$ cat src/rtl/move_entry_controller.sv
// Move entry controller: collects a file/rank/file/rank key sequence from
// PS/2 set-2 scan bytes, arms on four keys, issues the move to the square
// decoder on Enter and waits for ack/reject or auto-aborts after a timeout.
//
// Handshake: scan_code is consumed on any rising edge where scan_valid=1
// (no back-pressure). While move_valid=1 the presented move is held until
// the game logic raises move_ack or move_reject for one cycle; either
// response (or the timeout) retires the move on that edge.
module move_entry_controller #(
  parameter logic [23:0] TIMEOUT_CYCLES = 24'd5_000_000
) (
  input  logic       clk,
  input  logic       rst,
  input  logic [7:0] scan_code,
  input  logic       scan_valid,
  input  logic       move_ack,
  input  logic       move_reject,
  output logic [7:0] key1,
  output logic [7:0] key2,
  output logic [7:0] key3,
  output logic [7:0] key4,
  output logic       dec_en,
  output logic       move_valid,
  output logic [2:0] key_count,
  output logic       move_err,
  output logic [1:0] state_dbg
);

  typedef enum logic [1:0] {
    COLLECT = 2'd0,
    ARMED   = 2'd1,
    ISSUE   = 2'd2
  } state_t;

  localparam logic [7:0] CODE_BREAK = 8'hF0;
  localparam logic [7:0] CODE_EXT   = 8'hE0;
  localparam logic [7:0] CODE_ENTER = 8'h5A;
  localparam logic [7:0] CODE_BKSP  = 8'h66;
  localparam logic [7:0] CODE_ESC   = 8'h76;

  state_t      state_q, state_d;
  logic [7:0]  keys_q [4];
  logic [7:0]  keys_d [4];
  logic [2:0]  count_q, count_d;
  logic        brk_q, brk_d;
  logic [23:0] tcnt_q, tcnt_d;
  logic        err_q, err_d;

  logic        byte_ok;
  logic        timeout;
  logic [1:0]  last_idx;

  function automatic logic is_file(input logic [7:0] c);
    case (c)
      8'h1C, 8'h32, 8'h21, 8'h23, 8'h24, 8'h2B, 8'h34, 8'h33: return 1'b1;
      default: return 1'b0;
    endcase
  endfunction

  function automatic logic is_rank(input logic [7:0] c);
    case (c)
      8'h16, 8'h1E, 8'h26, 8'h25, 8'h2E, 8'h36, 8'h3D, 8'h3E: return 1'b1;
      default: return 1'b0;
    endcase
  endfunction

  // State, key storage, break flag and timeout counter registers.
  always_ff @(posedge clk) begin
    if (rst) begin
      state_q <= COLLECT;
      for (int i = 0; i < 4; i++) keys_q[i] <= 8'h00;
      count_q <= 3'd0;
      brk_q   <= 1'b0;
      tcnt_q  <= 24'd0;
      err_q   <= 1'b0;
    end else begin
      state_q <= state_d;
      for (int i = 0; i < 4; i++) keys_q[i] <= keys_d[i];
      count_q <= count_d;
      brk_q   <= brk_d;
      tcnt_q  <= tcnt_d;
      err_q   <= err_d;
    end
  end

  // Next-state logic: break/extended prefix filtering, then per-state key handling.
  always_comb begin
    state_d = state_q;
    for (int i = 0; i < 4; i++) keys_d[i] = keys_q[i];
    count_d  = count_q;
    brk_d    = brk_q;
    tcnt_d   = tcnt_q;
    err_d    = 1'b0;
    byte_ok  = 1'b0;
    last_idx = count_q[1:0] - 2'd1;
    // The counter reaches TIMEOUT_CYCLES on this edge.
    timeout  = ({1'b0, tcnt_q} + 25'd1) >= {1'b0, TIMEOUT_CYCLES};

    // E0 is transparent; a byte following F0 is swallowed in every state.
    if (scan_valid) begin
      if (scan_code == CODE_EXT) begin
        byte_ok = 1'b0;
      end else if (brk_q) begin
        brk_d = 1'b0;
      end else if (scan_code == CODE_BREAK) begin
        brk_d = 1'b1;
      end else begin
        byte_ok = 1'b1;
      end
    end

    case (state_q)
      COLLECT: begin
        if (byte_ok) begin
          if (scan_code == CODE_ESC) begin
            for (int i = 0; i < 4; i++) keys_d[i] = 8'h00;
            count_d = 3'd0;
          end else if (scan_code == CODE_BKSP) begin
            if (count_q != 3'd0) begin
              keys_d[last_idx] = 8'h00;
              count_d = count_q - 3'd1;
            end
          end else if ((!count_q[0] && is_file(scan_code)) ||
                       ( count_q[0] && is_rank(scan_code))) begin
            keys_d[count_q[1:0]] = scan_code;
            count_d = count_q + 3'd1;
            if (count_q == 3'd3) state_d = ARMED;
          end
        end
      end

      ARMED: begin
        if (byte_ok) begin
          if (scan_code == CODE_ESC) begin
            for (int i = 0; i < 4; i++) keys_d[i] = 8'h00;
            count_d = 3'd0;
            state_d = COLLECT;
          end else if (scan_code == CODE_ENTER) begin
            tcnt_d  = 24'd0;
            state_d = ISSUE;
          end else if (scan_code == CODE_BKSP) begin
            keys_d[3] = 8'h00;
            count_d   = 3'd3;
            state_d   = COLLECT;
          end
        end
      end

      ISSUE: begin
        // Reject beats ack; ack beats a coincident timeout.
        if (move_ack || move_reject || timeout) begin
          for (int i = 0; i < 4; i++) keys_d[i] = 8'h00;
          count_d = 3'd0;
          tcnt_d  = 24'd0;
          err_d   = move_reject || !move_ack;
          state_d = COLLECT;
        end else begin
          tcnt_d = tcnt_q + 24'd1;
        end
      end

      default: state_d = COLLECT;
    endcase
  end

  assign key1       = keys_q[0];
  assign key2       = keys_q[1];
  assign key3       = keys_q[2];
  assign key4       = keys_q[3];
  assign key_count  = count_q;
  assign dec_en     = (state_q == ISSUE);
  assign move_valid = (state_q == ISSUE);
  assign move_err   = err_q;
  assign state_dbg  = state_q;

endmodule

$ cat config.mk
export PLATFORM = sky130hd
export DESIGN_NAME = move_entry_controller
export DESIGN_NICKNAME = d
export VERILOG_FILES = /design/src/rtl/move_entry_controller.sv
export SDC_FILE = /design/constraint.sdc
export NUM_CORES = 1
export LEC_CHECK = 0
export ABC_AREA = 1
export BUFFER_PORTS_ARGS = -buffer_cell sky130_fd_sc_hd__clkbuf_2
export CAP_MARGIN = 20
export CORE_ASPECT_RATIO = 1.2
export CORE_MARGIN = 5
export CORE_UTILIZATION = 55
export CTS_BUF_LIST = sky130_fd_sc_hd__clkbuf_4
export DETAILED_ROUTE_END_ITERATION = 6
export PLACE_DENSITY = 0.84
export SLEW_MARGIN = 10
export SYNTH_ARGS = -nofsm -noshare
export SYNTH_HDL_FRONTEND = slang
export SYNTH_SLANG_ARGS = --single-unit
$ cat constraint.sdc
create_clock -name clk -period 2.1 [get_ports clk]
set_input_delay 0 -clock clk [delete_from_list [all_inputs] [get_ports clk]]
set_output_delay 0 -clock clk [all_outputs]
set_load 0.01 [all_outputs]
=== Yosys cells after proc, flatten, opt, wreduce, memory -nomap -nowiden ===
Memories as Yosys holds them, arrays and structs flattened.
Cells that the tools add are included.

* Input bits: 13
* Memories: 1
* Word-level logic and storage cells: 153
* Output and inout port bits: 40
* RAM bits: 32
* Flip-flop bits (word level): 31

{| class="wikitable"
|+ Memory list
! memory !! depth !! width !! rd ports !! clocked after Yosys merged registers in !! write ports !! RTL line !! text
|-
| keys_q || 4 || 8 || 4 || 0 || 4 || 42 || <nowiki>logic [7:0] keys_q [4];</nowiki>
|}

* Reductions and logical operators: 21
* Equality and inequality tests: 38
* Add/subtract/negate cells: 5
* Muxes and demuxes: 67
* Bitwise gates (word level): 11
* Magnitude comparators: 5

{| class="wikitable"
|+ Operators with widths
! operator !! number
|-
| $mux W32 || 7
|-
| $mux W24 || 5
|-
| $eq A8 B6 Y1 const B || 13
|-
| $pmux W32 S3 || 1
|-
| $mux W8 || 9
|-
| $pmux W24 S2 || 1
|-
| $and A32 B32 Y32 || 1
|-
| $bwmux W32 || 1
|-
| $demux W8 S2 || 2
|-
| $not A32 Y32 || 1
|-
| $mux W3 || 10
|-
| $add A24 B1 Y25 const B || 1
|-
| $ge A25 B23 Y1 const B || 1
|-
| $add A24 B1 Y24 const B || 1
|-
| $eq A8 B5 Y1 const B || 3
|-
| $eq A8 B7 Y1 const B || 3
|-
| $mux W2 || 10
|-
| $mux W1 || 19
|-
| $eq A8 B8 Y1 const B || 2
|-
| $ne A2 B2 Y1 const B || 8
|-
| $reduce_and A8 Y1 || 2
|-
| $reduce_or A8 Y1 || 2
|-
| $ne A4 B4 Y1 const B || 3
|-
| $pmux W3 S3 || 1
|-
| 23 further kinds || 40
|}

=== Longest topological paths before layout ===
* Depth after elaboration: 15
* Depth in mapped cells: 18
* Depth with buffers taken out: 17

=== Worst setup path before layout ===
OpenSTA, ideal clock, no wires.

* Kind: reg2reg
* From: register tcnt_q[1]
* To: register count_q[1], in the netlist key_count[1]
* Data arrival time: 2.066 ns
* Cell stages (with the launch flop): 17
* Required time: 1.986 ns
* Setup slack: -0.080 ns
* Library setup time: 0.114 ns
* Clock period less this slack: 2.180 ns
* Path buffers: 1
* Cells stage by stage: dfxtp_1 -> ha_1 -> nand2_2 -> nor2_4 -> nand3_4 -> nor2_4 -> nand2_1 -> nand2_1 -> nand3_1 -> nand3b_1 -> nand2_2 -> nand4_4 -> buf_6 -> nand3_4 -> nand2_1 -> nand2_1 -> nor2_2

* Word-level cells in the longest chain between the ends: 5

{| class="wikitable"
|+ Ends and longest elaborated chain
! element !! RTL line !! text
|-
| from (decl) || 46 || <nowiki>logic [23:0] tcnt_q, tcnt_d;</nowiki>
|-
| from (signal assigned) || 81 || <nowiki>tcnt_q <= tcnt_d;</nowiki>
|-
| $add A24 B1 Y25 || 97 || <nowiki>timeout = ({1'b0, tcnt_q} + 25'd1) >= {1'b0, TIMEOUT_CYCLES};</nowiki>
|-
| $ge A25 B23 Y1 || 97 ||
|-
| $logic_or A1 B1 Y1 || 151 || <nowiki>if (move_ack || move_reject || timeout) begin</nowiki>
|-
| $ne A2 B1 Y1 (no source line) || -- ||
|-
| $reduce_and A8 Y1 (no source line) || -- ||
|-
| to (signal assigned) || 79 || <nowiki>count_q <= count_d;</nowiki>
|-
| to (decl) || 44 || <nowiki>logic [2:0] count_q, count_d;</nowiki>
|}

No other way between the ends.
A chain may end at the register's enable or synchronous reset.

==> results.toml <==
[cells_and_area]
final_common_cell = "nand2_1"
fin_nets = 978
antennaDiodeCount = 0
layout-drive-gt1-share = 0.343
area_growth_pct = 36.1
final_cell_mix = "nand2_1, nor2_1, inv_1, buf_4, clkbuf_2"
post-route-util = 0.763
finalNonFillerCells = 1081

[detailed_routing]
drc = 0
ant_nets = 0
vias = 6138
firstDrtPassIters = 6
dr.first_iter.drc_count = 411
wl_per_cell_um = 16.0
via_per_inst = 5.68
drt-total-wl_mm = 17.3

[pwr]
netSwitchingPower_mw = 0.688
power.share.combinational = 0.088
seqPwrFrac = 0.492
p_leak_nw = 3.03
p_sw_frac = 0.282
max-vdd-ir-drop_mv = 0.381
p_int_mw = 1.75
power.density_nw_per_um2 = 373
clkPwrFrac = 0.420

[logic_synthesis]
synth.cell_area_um2 = 4800
yosysWarnings = 0
ys_async_sr_fraction = 0
synth_fp_nets = 826
synth-main-ff-cell = "dfxtp_1"
synth_cell_types = 38
yosysTopAreaCell = "dfxtp_1"
ys_seq_elements = 63
avgSynthCellArea_um2 = 5.95
synth_top_area_frac = 0.263
synth_enable_flop_cells = 0
netlist_instances = 807
synth.area.top_cells = "dfxtp_1, nand2_1, nor2_1"
seq_area_frac_synth = 0.263

[place]
numPortBuffers = 52
placed_cells = 1034
place_congestion = 1.02
dp_slack_ns = -0.437
hpwl_mm = 10.9

[sta]
hold_viol_final = 0
rsz0062_at_grt = "yes"
fin_crit_ns = 2.63
worstMarginPinSlew_ns = 0.531
period_share = 1.25
timing.fmax_mhz = 380
relSlewSlack = 0.644
setup_ws_ns = -0.534
drv_slew = 0
final.setup_skew_ns = 0.0267
setup_viol = 61

[status]
violations = "setup timing"
outcome = "finished with violations"

[global_route]
antenna_found_initial = 0
grt_start_max_net_pins = 23
grt_util_all_layers = 0.305
grt_pass1_vias = 5606
grt_pass1_wl_mm = 25.7
grt_remaining_overflow = 0

[critical_path]
crit_type = "reg -> reg"
start_kind = "register"
crit_path_top_delay_cell = "dfxtp_4"
end_kind = "register"
crit_fanout = 6
crit_chain = "ha_4, nand2_4, nor2_4, buf_6, buf_4, nand4_1, nand2_2, nor2_2, nand3_1, nor2_2, nand3_2, nand4_4, buf_12, nand3_4, nand2_1, nand2_1, nor2_1"
r2r_end = "keys_q[2][5]"
reg2reg_from = "tcnt_q[0]"
reg2reg_depth = 17
cp_data_required_time_ns = 2.49
cp_data_arrival_time_ns = 3.03
rrSetupSlack_ns = -0.53
cpPeakStageDelay_ns = 0.39

[clock_tree]
clk_pin_slew_ns = 0.12
cts_sinks = 63
numCtsBuffers = 9
cts-root-buf = "clkbuf_4"
cts_tree = "built"
htreeDepth = 3
clk_latency_ns = 0.47
clock_path_buffers = 2

[floorplan]
placementRows = 37
die_y_um = 112
pin_count = 53
initial_core_util = 0.561
core_area_um2 = 8560
fp.dieW_um = 95.3
dieArea_um2 = 10700

[min_path]
hold_start = "scan_code[7]"
min_to = "brk_q"
hold_path.class = "in -> reg"
whs_path_depth = 5

[flow_run]
maxCapViolCount = 0
==> timing repair <==
action | CTS | global route
resized for setup | 51 | 59
endpoints found under the hold margin | 3 | 0
setup buffers | 10 | 11
cloned | 4 | 1
pin swaps | 19 | 29
hold buffers | 5 | 0
setup endpoints to repair | 60 | 61
==> power by group through the flow <==
stage	clock (mW)	combinational [mW]	sequential, mW
3_3_place_gp	0	0.183	1.23
5_1_grt	1.08	0.230	1.20
4_1_cts	1.02	0.201	1.20
6_report	1.02	0.215	1.20
2_1_floorplan	0	0.112	1.23
3_5_place_dp	0	0.185	1.23
==> through the flow <==
stage	TNS (ns)	hold WS, ns	total power [mW]	instance area [µm²]
after CTS	-11.93	0.0259	2.43	6260
after floorplan	-0.0253	0.0691	1.34	4830
after global placement	-19.60	0.235	1.41	5740
after detailed placement	-21.20	0.232	1.41	5740
final	-26.07	0.0381	2.44	6540
after global routing	-34.26	0.0671	2.51	6540
==> Yosys cell counts (4+ instances only) <==
cell type and count:
inv_2 7, clkbuf_1 11, buf_6 6, o21bai_1 4, nand3_1 35, nor2_1 131
nand2_1 226, o21ai_0 51, buf_2 6, nand2_2 10, inv_1 111, nand3_4 4
nor2_4 5, nor2_2 33, nand3_2 7, a32oi_1 6, a22oi_1 8, nand4_1 31
dfxtp_1 63, a21oi_1 7, buf_4 4, nor3_1 14, ha_1 5
==> registers in the layout, summed over array words and instances, names as in the netlist <==
register	flops
brk_q	1
key_count	3
keys_q	32
move_err	1
state_dbg	2
tcnt_q	24
==> how the worst max path moves through the flow <==
stage | start | endpoint | slack (ns) | cells past startpoint
6_report | tcnt_q[0] | keys_q[2][5] | -0.53 | 17
5_1_grt | tcnt_q[0] | keys_q[2][5] | -0.65 | 18
2_1_floorplan | tcnt_q[1] | key_count[2] | -0.01 | 16
3_5_place_dp | tcnt_q[11] | tcnt_q[1] | -0.44 | 14
4_1_cts | tcnt_q[0] | keys_q[2][5] | -0.26 | 17
3_3_place_gp | tcnt_q[0] | keys_q[0][5] | -0.37 | 15
==> final cells by class <==
type                    instances  area, µm²
fillers                       641       2030
multi-input cells             602       3280
repair buffers                164       1220
clock buffers                   9       67.6
clock inverters                 7       95.1
flip-flops and latches         63       1280
inverters                     119        447
well taps                     117        146
==> per-layer routing <==
metal | track usage | vias up | routed length (µm)
met4 | 0.202 | 0 | 1440
met2 | 0.550 | 353 | 8710
li1 | - | 2868 | -
met5 | 0 | - | 0
met3 | 0.0449 | 127 | 1140
met1 | 0.317 | 2790 | 6020
==> kinds of logic after synthesis <==
| family | share of synthesized area |
|---|---|
| flip-flops | 0.263 |
| buffers and inverters | 0.129 |
| AO/OA/AOI/OAI | 0.106 |
| AND/OR/NAND/NOR | 0.480 |
| adder cells (fa/ha/maj) | 0.0172 |
| XOR/XNOR | 0.00547 |
==> worst max-delay path, delay by kind of cell (launching register included) <==
kind	cells	cell delay, ns
adder cells (fa/ha/maj)	1	0.17
buffers and inverters	3	0.41
flip-flops	1	0.39
AND/OR/NAND/NOR	13	1.58
No activity file was read; power rests on OpenSTA's default activity.
